**config.mk**
```make
export PLATFORM = sky130hd
export DESIGN_NAME = audio_stereo_in_flat
export DESIGN_NICKNAME = d
export VERILOG_FILES = /design/src/rtl/audio_stereo_in_pkg.sv /design/src/rtl/audio_stereo_in_if.sv /design/src/rtl/audio_pdm_accum.sv /design/src/rtl/audio_stereo_in.sv /design/src/flat_wrapper.sv
export SDC_FILE = /design/constraint.sdc
export NUM_CORES = 1
export LEC_CHECK = 0
export ABC_AREA = 1
export BUFFER_PORTS_ARGS = -buffer_cell sky130_fd_sc_hd__buf_2
export CAP_MARGIN = 20
export CELL_PAD_IN_SITES_DETAIL_PLACEMENT = 2
export CELL_PAD_IN_SITES_GLOBAL_PLACEMENT = 2
export CORE_MARGIN = 2
export CORE_UTILIZATION = 36
export CTS_CLUSTER_DIAMETER = 30
export DETAILED_ROUTE_END_ITERATION = 7
export GPL_ROUTABILITY_DRIVEN = 0
export PLACE_DENSITY_LB_ADDON = 0.1
export SETUP_SLACK_MARGIN = 0.5
export SLEW_MARGIN = 5
export SYNTH_ARGS = -nofsm -noshare
export SYNTH_HDL_FRONTEND = slang
export SYNTH_SLANG_ARGS = --single-unit
```
**constraint.sdc**
```tcl
create_clock -name clk -period 1.8 [get_ports clk]
set_input_delay 0 -clock clk [delete_from_list [all_inputs] [get_ports clk]]
set_output_delay 0 -clock clk [all_outputs]
set_load 0.02 [all_outputs]
```
**src/rtl/audio_stereo_in_pkg.sv**
```systemverilog
// Shared types and constants for the stereo pulse-density capture block.
// Holds the FSM state enumeration and the packed stereo PCM sample word.
package audio_stereo_in_pkg;

  localparam int PCM_CH_BITS = 8;
  localparam int WINDOW_MAX  = 255;

  typedef enum logic [1:0] {
    IDLE  = 2'd0,
    SYNC  = 2'd1,
    ACCUM = 2'd2
  } audio_state_t;

  typedef logic [PCM_CH_BITS-1:0] pcm_ch_t;

  // Right channel occupies the upper byte of the word handed downstream.
  typedef struct packed {
    pcm_ch_t right;
    pcm_ch_t left;
  } stereo_pcm_t;

endpackage

```
**src/rtl/audio_stereo_in_if.sv**
```systemverilog
// PCM write port between the stereo capture block and its downstream FIFO.
// The master drives the sample word and strobe; the slave reports full.
interface audio_stereo_in_if;
  import audio_stereo_in_pkg::*;

  stereo_pcm_t stereo_pcm;
  logic        stereo_pcm_rdy;
  logic        fifo_full;

  modport master (
    output stereo_pcm,
    output stereo_pcm_rdy,
    input  fifo_full
  );

  modport slave (
    input  stereo_pcm,
    input  stereo_pcm_rdy,
    output fifo_full
  );

endinterface

```
**src/rtl/audio_pdm_accum.sv**
```systemverilog
// One channel of pulse-density capture: input synchronizer plus 8-bit
// ones-counter. 'sum' is the count including the bit seen this cycle.
module audio_pdm_accum
  import audio_stereo_in_pkg::*;
#(
  parameter int SYNC_STAGES = 2
) (
  input  logic    clk,
  input  logic    aclr,
  input  logic    pdm,
  input  logic    clear,
  input  logic    add,
  output pcm_ch_t sum
);

  logic [SYNC_STAGES-1:0] sync_q;
  pcm_ch_t                acc_q;
  logic                   bit_s;

  // NOTE: sequential state is updated with non-blocking assignments only, so
  // every flop samples the pre-edge value of its neighbours.
  always_ff @(posedge clk or negedge aclr) begin
    if (!aclr) begin
      sync_q <= '0;
    end else begin
      sync_q <= {sync_q[SYNC_STAGES-2:0], pdm};
    end
  end

  assign bit_s = sync_q[SYNC_STAGES-1];
  assign sum   = acc_q + pcm_ch_t'(bit_s);

  // Clear wins over add so a completed window restarts from zero next edge.
  always_ff @(posedge clk or negedge aclr) begin
    if (!aclr) begin
      acc_q <= '0;
    end else if (clear) begin
      acc_q <= '0;
    end else if (add) begin
      acc_q <= sum;
    end
  end

endmodule

```
**src/rtl/audio_stereo_in.sv**
```systemverilog
// Stereo pulse-density to 8-bit PCM capture with windowed ones-counting.
// Define AUDIO_STEREO_IN_DROP_CNT_EN to expose a saturating drop_count port.
module audio_stereo_in
  import audio_stereo_in_pkg::*;
#(
  parameter int WINDOW      = 255,
  parameter int SYNC_STAGES = 2
) (
  input  logic                clk,
  input  logic                aclr,
  input  logic                left,
  input  logic                right,
  input  logic                enable,
  audio_stereo_in_if.master   pcm_if,
  output logic                busy
`ifdef AUDIO_STEREO_IN_DROP_CNT_EN
  ,
  output logic [7:0]          drop_count
`endif
);

  localparam logic [7:0] WIN_LAST  = 8'(WINDOW - 1);
  localparam logic [7:0] SYNC_LAST = 8'(SYNC_STAGES - 1);

  audio_state_t state_q, state_d;
  logic [7:0]   cnt_q, cnt_d;
  logic         done;
  logic         acc_clear;
  logic         acc_add;
  pcm_ch_t      sum_l, sum_r;

  audio_pdm_accum #(.SYNC_STAGES(SYNC_STAGES)) u_left (
    .clk   (clk),
    .aclr  (aclr),
    .pdm   (left),
    .clear (acc_clear),
    .add   (acc_add),
    .sum   (sum_l)
  );

  audio_pdm_accum #(.SYNC_STAGES(SYNC_STAGES)) u_right (
    .clk   (clk),
    .aclr  (aclr),
    .pdm   (right),
    .clear (acc_clear),
    .add   (acc_add),
    .sum   (sum_r)
  );

  always_ff @(posedge clk or negedge aclr) begin
    if (!aclr) begin
      state_q <= IDLE;
      cnt_q   <= '0;
    end else begin
      state_q <= state_d;
      cnt_q   <= cnt_d;
    end
  end

  // NOTE: every output of this block gets a default first, so no path
  // through the case can leave a signal unassigned and infer a latch.
  always_comb begin
    state_d = state_q;
    cnt_d   = cnt_q;
    done    = 1'b0;
    unique case (state_q)
      IDLE: begin
        cnt_d = '0;
        if (enable) state_d = SYNC;
      end
      SYNC: begin
        // The counter doubles as the settle timer while synchronizers flush.
        if (!enable) begin
          state_d = IDLE;
          cnt_d   = '0;
        end else if (cnt_q == SYNC_LAST) begin
          state_d = ACCUM;
          cnt_d   = '0;
        end else begin
          cnt_d = cnt_q + 8'd1;
        end
      end
      ACCUM: begin
        // A window finishing on the same edge enable drops is still emitted.
        done  = (cnt_q == WIN_LAST);
        cnt_d = done ? 8'd0 : cnt_q + 8'd1;
        if (!enable) begin
          state_d = IDLE;
          cnt_d   = '0;
        end
      end
      default: begin
        state_d = IDLE;
        cnt_d   = '0;
      end
    endcase
  end

  assign acc_add   = (state_q == ACCUM);
  assign acc_clear = (state_q != ACCUM) || done;
  assign busy      = (state_q != IDLE);

  always_ff @(posedge clk or negedge aclr) begin
    if (!aclr) begin
      pcm_if.stereo_pcm     <= '0;
      pcm_if.stereo_pcm_rdy <= 1'b0;
    end else begin
      pcm_if.stereo_pcm_rdy <= done && !pcm_if.fifo_full;
      if (done) begin
        pcm_if.stereo_pcm <= '{right: sum_r, left: sum_l};
      end
    end
  end

`ifdef AUDIO_STEREO_IN_DROP_CNT_EN
  always_ff @(posedge clk or negedge aclr) begin
    if (!aclr) begin
      drop_count <= '0;
    end else if (done && pcm_if.fifo_full && (drop_count != 8'hFF)) begin
      drop_count <= drop_count + 8'd1;
    end
  end
`endif

endmodule
```
**src/flat_wrapper.sv**
```systemverilog
// flat-port wrapper written by rule: the top's interface ports become plain ports
module audio_stereo_in_flat import audio_stereo_in_pkg::*;
#(
  parameter int WINDOW      = 255,
  parameter int SYNC_STAGES = 2
)
  (clk, aclr, left, right, enable, busy, pcm_if_stereo_pcm, pcm_if_stereo_pcm_rdy, pcm_if_fifo_full);
  audio_stereo_in_if pcm_if_i ();
  input  logic clk;
  input  logic aclr;
  input  logic left;
  input  logic right;
  input  logic enable;
  output logic busy;
  output wire logic [$bits(pcm_if_i.stereo_pcm)-1:0] pcm_if_stereo_pcm;
  output wire logic [$bits(pcm_if_i.stereo_pcm_rdy)-1:0] pcm_if_stereo_pcm_rdy;
  input wire logic [$bits(pcm_if_i.fifo_full)-1:0] pcm_if_fifo_full;
  assign pcm_if_stereo_pcm = pcm_if_i.stereo_pcm;
  assign pcm_if_stereo_pcm_rdy = pcm_if_i.stereo_pcm_rdy;
  assign pcm_if_i.fifo_full = pcm_if_fifo_full;
  audio_stereo_in #(.WINDOW(WINDOW), .SYNC_STAGES(SYNC_STAGES)) u_core (.clk(clk), .aclr(aclr), .left(left), .right(right), .enable(enable), .pcm_if(pcm_if_i), .busy(busy));
endmodule
```
==> results of run 1 <==
==> sequential cells by signal, summed over array words and instances (netlist names) <==
signal                        count
u_core.u_right.acc_q              8
u_core.u_left.acc_q               8
u_core.cnt_q                      8
u_core.u_right.sync_q             2
u_core.state_q                    2
u_core.pcm_if.stereo_pcm_rdy      1
u_core.pcm_if.stereo_pcm         16
u_core.u_left.sync_q              2
==> report_power, final <==
group	switching (uW)	leakage (uW)	total, uW	internal, uW
clock network	373	0.0000618	830	457
registers	26.8	0.000645	1120	1100
logic	304	0.000655	493	189
==> cell usage after synthesis, types with 2 or more instances <==
master    count
o21ai_1       3
and3_2        2
nand2_2       6
nor2_1       26
a21oi_1       2
xnor2_1       4
dfrtp_1      47
inv_1        20
xor2_1        8
nand2_1      53
nand3b_1      2
ha_1         10
nor2_2        2
nand3_1      12
buf_6         2
o21ai_2       8
nand4_1       5
o21ai_0       2
==> layout by cell type, fill, tap and decap left out <==
cell type       n
nor2_2          5
xor2_2          1
bufinv_16       1
xor2_1          7
xnor2_1         3
buf_2          23
inv_8           1
nand3b_1        2
clkbuf_8        6
o21ai_4         1
nand4_1         5
a21oi_1         2
o21ai_1         3
inv_1          19
xnor2_2         1
or2_2           1
nor2_1         20
dlygate4sd3_1   4
ha_4            3
nand2_1        49
inv_6           1
buf_6           1
ha_2            4
nor3_1          1
nand3_4         1
nand3_2         2
inv_2           1
ha_1            3
nor2b_1         1
nand2_4         2
nand3_1         9
buf_4          10
o21ai_2         9
nand2_2         9
dfrtp_1        47
nor2_4          4
nor2_8          1
and3_2          2
==> how the worst min path moves through the flow <==
| stage | from | end | slack (ns) |
|---|---|---|---|
| final | enable | u_core.state_q[0] | 0.02 |
| after global routing | enable | u_core.state_q[0] | 0.05 |
| after CTS | enable | u_core.state_q[0] | 0.01 |
| after detailed placement | aclr | u_core.u_right.sync_q[1] | 0.06 |
| after global placement | aclr | u_core.u_right.sync_q[0] | 0.05 |
| after floorplan | aclr | u_core.cnt_q[0] | -0.30 |
==> through the flow <==
| step | util (%) | total power, uW | area, um^2 | setup slack (ns) |
|---|---|---|---|---|
| after floorplan | - | 1390 | 2160 | 0.400 |
| after global placement | 40.3 | 1510 | 2360 | 0.346 |
| after detailed placement | 40.3 | 1510 | 2360 | 0.282 |
| after CTS | 45.5 | 2450 | 2660 | 0.358 |
| after global routing | 46.6 | 2590 | 2730 | 0.260 |
| final | 46.6 | 2450 | 2730 | 0.376 |
==> per-layer routing <==
| metal | wire (um) | track usage [%] |
|---|---|---|
| met5 | 0 | 0 |
| met4 | 56 | 5.08 |
| met3 | 93 | 3.67 |
| met2 | 2650 | 32.4 |
| met1 | 2050 | 17.8 |
==> area by class of cell <==
cell class / instances / area [um^2] / share of cell area [%]
Multi-Input combinational cell: 151 / 1010 / 37.0
Tap cell: 75 / 93.8 / 3.44
Inverter: 21 / 86.3 / 3.17
Clock buffer: 6 / 82.6 / 3.03
Clock inverter: 2 / 38.8 / 1.42
Timing Repair Buffer: 38 / 241 / 8.85
Sequential cell: 47 / 1180 / 43.1
==> worst reg2reg max path: cells and delay by family, from the launching register on <==
kind	cells	cell delay, ns
flip-flops	1	0.40
adder cells (fa/ha/maj)	1	0.17
AO/OA/AOI/OAI	1	0.05
AND/OR/NAND/NOR	5	0.52
buffers and inverters	2	0.18
==> cell families after synthesis <==
group | count (synthesis)
XOR/XNOR | 12
AND/OR/NAND/NOR | 114
adder cells (fa/ha/maj) | 10
flip-flops | 47
AO/OA/AOI/OAI | 15
buffers and inverters | 24
==> timing repair <==
| item | in CTS | in global routing |
|---|---|---|
| endpoints found under the setup margin | 42 | 43 |
| buffers inserted | 6 | 2 |
| pin swaps | 7 | 4 |
| resized for setup | 24 | 13 |
| endpoints found under the hold margin | 28 | 0 |
| hold buffers | 4 | 0 |
==> impl_metrics.env, run 1 <==
export IMPL_die_y_um=81.3
export IMPL_synth_nets=238
export IMPL_rsz0062_at_grt="yes"
export IMPL_placed_cells=320
export IMPL_ys_ff_latch=47
export IMPL_async_reset_ff_share_pct=100
export IMPL_yosys_warnings=0
export IMPL_synth_xor_area_share_pct=4.89
export IMPL_syn_area_mm2=0.00215
export IMPL_reg2reg_depth=9
export IMPL_synthAdderAreaFrac_pct=5.82
export IMPL_grt_overflow=0
export IMPL_fin_worst_skew_ns=0.0119
export IMPL_grt_max_degree=29
export IMPL_grt_pass1_wl_mm=8.31
export IMPL_routed_wirelength_mm=4.85
export IMPL_cp_top_family="simple AND/OR/NAND/NOR gates"
export IMPL_crit_type="register to register"
export IMPL_timing_rr_start="u_core.cnt_q[0]"
export IMPL_area_delta_synth_final_pct=26.8
export IMPL_yosysTopAreaCellShare_pct=54.7
export IMPL_synth_area_leaders="dfrtp_1 (55%), nand2_1 (9.2%), ha_1 (5.8%)"
export IMPL_fin_hold_ws_ns=0.0239
export IMPL_first_iter_violations=36
export IMPL_post_synth_top_area_cell="dfrtp_1"
export IMPL_cp_required_ns=2.00
export IMPL_worstReg2RegEnd="u_core.pcm_if.stereo_pcm[9]"
export IMPL_synth_top_family_by_area="simple AND/OR/NAND/NOR gates"
export IMPL_synth_compound_area_share_pct=4.89
export IMPL_place_hpwl_mm=3.34
export IMPL_synth_area_mux_share_pct=0
export IMPL_cap_violations=0
export IMPL_ys_seq_area_share_pct=54.7
export IMPL_final_cell_count_no_fill=340
export IMPL_end_kind="register"
export IMPL_max_slew_margin_pct=57.5
export IMPL_setup_viol=0
export IMPL_cts_buffers=5
export IMPL_firstDrtPassIters=4
export IMPL_cp_slowest_cell="dfrtp_1"
export IMPL_clock_sinks=47
export IMPL_grt_pass1_vias=1787
export IMPL_start_util_pct=36.8
export IMPL_finalHoldViolations=0
export IMPL_startpoint_type="register"
export IMPL_clockBufferDepth=2
export IMPL_coreArea_mm2=0.00585
export IMPL_vias=1620
export IMPL_cts_root_buf="clkbuf_8"
export IMPL_crit_start="u_core.cnt_q[0]"
export IMPL_leakage_uw=0.00136
export IMPL_synth_edf_count=0
export IMPL_fin_setup_tns_ns=0
export IMPL_avgSynthCellArea_um2=9.69
export IMPL_viasPerCell=4.76
export IMPL_drive_above_1_share_pct=34.0
export IMPL_fillCellCount=652
export IMPL_antenna_found_initial=0
export IMPL_ios=24
export IMPL_hold_class="primary input to register"
export IMPL_rows=28
export IMPL_arrival_ns=1.62
export IMPL_crit_end="u_core.pcm_if.stereo_pcm[9]"
export IMPL_clk_latency_ns=0.30
export IMPL_diodes=0
export IMPL_whs_path_depth=3
export IMPL_gr_usage_all_layers_pct=16.7
export IMPL_postSynthCellCount=222
export IMPL_die_x_um=81.3
export IMPL_fin_crit_sh_pct=79.1
export IMPL_cts_tree="built"
export IMPL_dieArea_mm2=0.00661
export IMPL_portBuffers=23
export IMPL_status="finished, final reports clean"
export IMPL_drv_slew=0
export IMPL_rrSetupSlack_ns=0.38
export IMPL_nets=280
export IMPL_critical_path_buf_inv_count=2
export IMPL_wire_per_inst_um=14.3
export IMPL_cp_cell_sequence="inv_1 -> ha_2 -> nand2_2 -> nor2_4 -> nand2_4 -> nor2_8 -> inv_8 -> nand2_1 -> o21ai_2"
export IMPL_ys_types=26
export IMPL_route_detailed_drc=0
export IMPL_antenna_left=0
export IMPL_fmax_mhz=702
export IMPL_slowest_delay_ns=0.40
export IMPL_path_depth=9
export IMPL_yosys_area_share_simple_pct=24.5
export IMPL_synth_main_ff_cell="dfrtp_1"
export IMPL_vdd_ir_drop_max_v=0.000477
export IMPL_htreeDepth=2
export IMPL_min_period_ns=1.42
export IMPL_worstMarginPinSlew_ns=0.637
export IMPL_powerDensity_mw_per_mm2=897
export IMPL_crit_path_max_fanout=28
export IMPL_clk_pin_slew_worst_paths_ns=0.09
Power figures use the tool's default switching activity.
==> run 2: changes to the inputs <==
--- a/config.mk
+++ b/config.mk
@@ -11,7 +11,7 @@
 export CELL_PAD_IN_SITES_DETAIL_PLACEMENT = 2
 export CELL_PAD_IN_SITES_GLOBAL_PLACEMENT = 2
 export CORE_MARGIN = 2
-export CORE_UTILIZATION = 36
+export CORE_UTILIZATION = 33
 export CTS_CLUSTER_DIAMETER = 30
 export DETAILED_ROUTE_END_ITERATION = 7
 export GPL_ROUTABILITY_DRIVEN = 0
==> constraint.sdc (replaced) <==
create_clock -name clk -period 1.3 [get_ports clk]
set_input_delay 0 -clock clk [delete_from_list [all_inputs] [get_ports clk]]
set_output_delay 0 -clock clk [all_outputs]
set_load 0.02 [all_outputs]
==> run 2 against run 1 <==
Core utilization rose by 5.8 points. Cell area increased by 21%. The run now ends with negative setup slack left. Non-clock buffer count up 28. Critical path depth increased by 1. Global-route usage decreased by 0.16 points. Total power up 50%. Sequential cell count unchanged. Largest cell class unchanged. Sequential share of layout area is 7.6 points lower. Clock skew fell by 0.0025 ns. Largest power group unchanged.
==> impl_metrics.env, run 2 (synthesis results as in run 1) <==
export IMPL_routed_wirelength_mm=6.60
export IMPL_drv_slew=0
export IMPL_crit_start="u_core.cnt_q[0]"
export IMPL_end_kind="register"
export IMPL_rsz0062_at_grt="yes"
export IMPL_cap_violations=0
export IMPL_grt_overflow=0
export IMPL_finalHoldViolations=0
export IMPL_wl_met1_mm=2.61
export IMPL_place_hpwl_mm=3.33
export IMPL_die_x_um=84.7
export IMPL_cts_root_buf="clkbuf_8"
export IMPL_antenna_found_initial=0
export IMPL_grt_max_degree=48
export IMPL_cp_slowest_cell="dfrtp_1"
export IMPL_clockBufferDepth=2
export IMPL_rrSetupSlack_ns=-0.17
export IMPL_min_period_ns=1.47
export IMPL_rows=29
export IMPL_vdd_ir_drop_max_v=0.000893
export IMPL_route_detailed_drc=0
export IMPL_layout_common_cells="dfrtp_1 (47), nand2_1 (35), buf_4 (30)"
export IMPL_first_iter_violations=48
export IMPL_max_slew_margin_pct=81.9
export IMPL_grt_pass1_wl_mm=9.34
export IMPL_start_util_pct=34.1
export IMPL_clk_latency_ns=0.31
export IMPL_final_common_cell="dfrtp_1"
export IMPL_final_core_util_pct=52.4
export IMPL_placed_cells=336
export IMPL_coreArea_mm2=0.00631
export IMPL_whs_path_depth=3
export IMPL_cp_cell_sequence="buf_4 -> buf_6 -> buf_6 -> buf_6 -> nand3_2 -> nor2_4 -> nand3_1 -> nand2_1 -> nand2_1 -> nor2_1"
export IMPL_hold_class="primary input to register"
export IMPL_wire_per_inst_um=17.7
export IMPL_arrival_ns=1.71
export IMPL_vias=1777
export IMPL_gr_usage_all_layers_pct=16.6
export IMPL_die_y_um=84.7
export IMPL_leakage_uw=0.00159
export IMPL_nets=310
export IMPL_fillCellCount=617
export IMPL_top_layer_used="met4"
export IMPL_clk_pin_slew_worst_paths_ns=0.10
export IMPL_fin_crit_sh_pct=113
export IMPL_htreeDepth=2
export IMPL_route_met2_wl_mm=3.80
export IMPL_viasPerCell=4.78
export IMPL_area_delta_synth_final_pct=53.8
export IMPL_clock_sinks=47
export IMPL_place_ws_ns=-0.0928
export IMPL_antenna_left=0
export IMPL_firstDrtPassIters=4
export IMPL_final_cell_count_no_fill=372
export IMPL_cts_tree="built"
export IMPL_worst_slack_ns=-0.173
export IMPL_largest_register="u_core.pcm_if.stereo_pcm"
export IMPL_fin_worst_skew_ns=0.00943
export IMPL_worstReg2RegEnd="u_core.cnt_q[7]"
export IMPL_cp_required_ns=1.54
export IMPL_powerDensity_mw_per_mm2=1110
export IMPL_largest_reg_flops=16
export IMPL_setup_viol=43
export IMPL_ios=24
export IMPL_worstMarginPinSlew_ns=0.272
export IMPL_fmax_mhz=679
export IMPL_startpoint_type="register"
export IMPL_dieArea_mm2=0.00718
export IMPL_routed_wl_met3_um=96
export IMPL_cts_buffers=5
export IMPL_crit_type="register to register"
export IMPL_grt_pass1_vias=1942
export IMPL_drive_above_1_share_pct=48.5
export IMPL_crit_path_max_fanout=3
export IMPL_slowest_delay_ns=0.38
export IMPL_crit_top_cell="buf_6"
export IMPL_diodes=0
export IMPL_violations="negative setup slack"
export IMPL_status="finished with violations"
export IMPL_timing_rr_start="u_core.cnt_q[0]"
export IMPL_crit_end="u_core.cnt_q[7]"
export IMPL_reg2reg_depth=10
export IMPL_portBuffers=23
==> run 2: report_power, final <==
part           total, uW  switching [uW]  internal (uW)
Clock               1020             539            485
Combinational       1080             553            530
Sequential          1570            51.0           1520
Total               3680            1140           2530
==> run 2: timing repair <==
action | 4_1_cts | 5_1_grt
buffers inserted | 9 | 12
gates cloned | 0 | 3
gates resized for setup | 67 | 46
pin swaps | 14 | 13
hold buffers | 4 | 0
hold endpoints to repair | 50 | 0
endpoints found under the setup margin | 61 | 61
==> run 2: per-stage QoR <==
step	hold slack, ns	area, um^2	TNS (ns)	total power (uW)
2_1_floorplan	-0.296	2200	-1.26	1980
4_1_cts	0.0144	2990	-0.803	3530
3_5_place_dp	0.00909	2530	-1.41	2310
6_report	0.0287	3310	-4.90	3680
3_3_place_gp	0.00757	2530	-0.525	2290
5_1_grt	0.0346	3310	-7.75	3850
==> run 2: final cells by class <==
class / instances / area (um^2) / share of cell area (%)
multi-input cells: 151 / 1160 / 35.0
repair inverters: 2 / 36.3 / 1.10
repair buffers: 66 / 643 / 19.4
inverters: 21 / 93.8 / 2.84
flip-flops and latches: 47 / 1180 / 35.6
clock inverters: 1 / 7.51 / 0.227
well taps: 77 / 96.3 / 2.91
clock buffers: 7 / 96.3 / 2.91
==> run 2: routing by layer <==
layer,vias to the layer above,global-route usage (%)
met3,4,3.54
met2,14,29.8
met4,0,5.19
li1,842,-
met5,-,0
met1,917,19.7
==> run 2: worst max-delay path, delay by kind of cell, from the launching register on <==
kind	cells	cell delay, ns
buffers and inverters	4	0.41
DFF	1	0.38
and+or+nand+nor	6	0.61
==> run 2: how the worst min path moves through the flow <==
| stage | slack, ns | to | start |
|---|---|---|---|
| floorplan | -0.30 | u_core.cnt_q[0] | aclr |
| global placement | 0.008 | u_core.cnt_q[4] | aclr |
| detailed placement | 0.009 | u_core.cnt_q[4] | aclr |
| CTS | 0.01 | u_core.state_q[0] | enable |
| global route | 0.03 | u_core.state_q[0] | enable |
| finish | 0.03 | u_core.state_q[0] | enable |
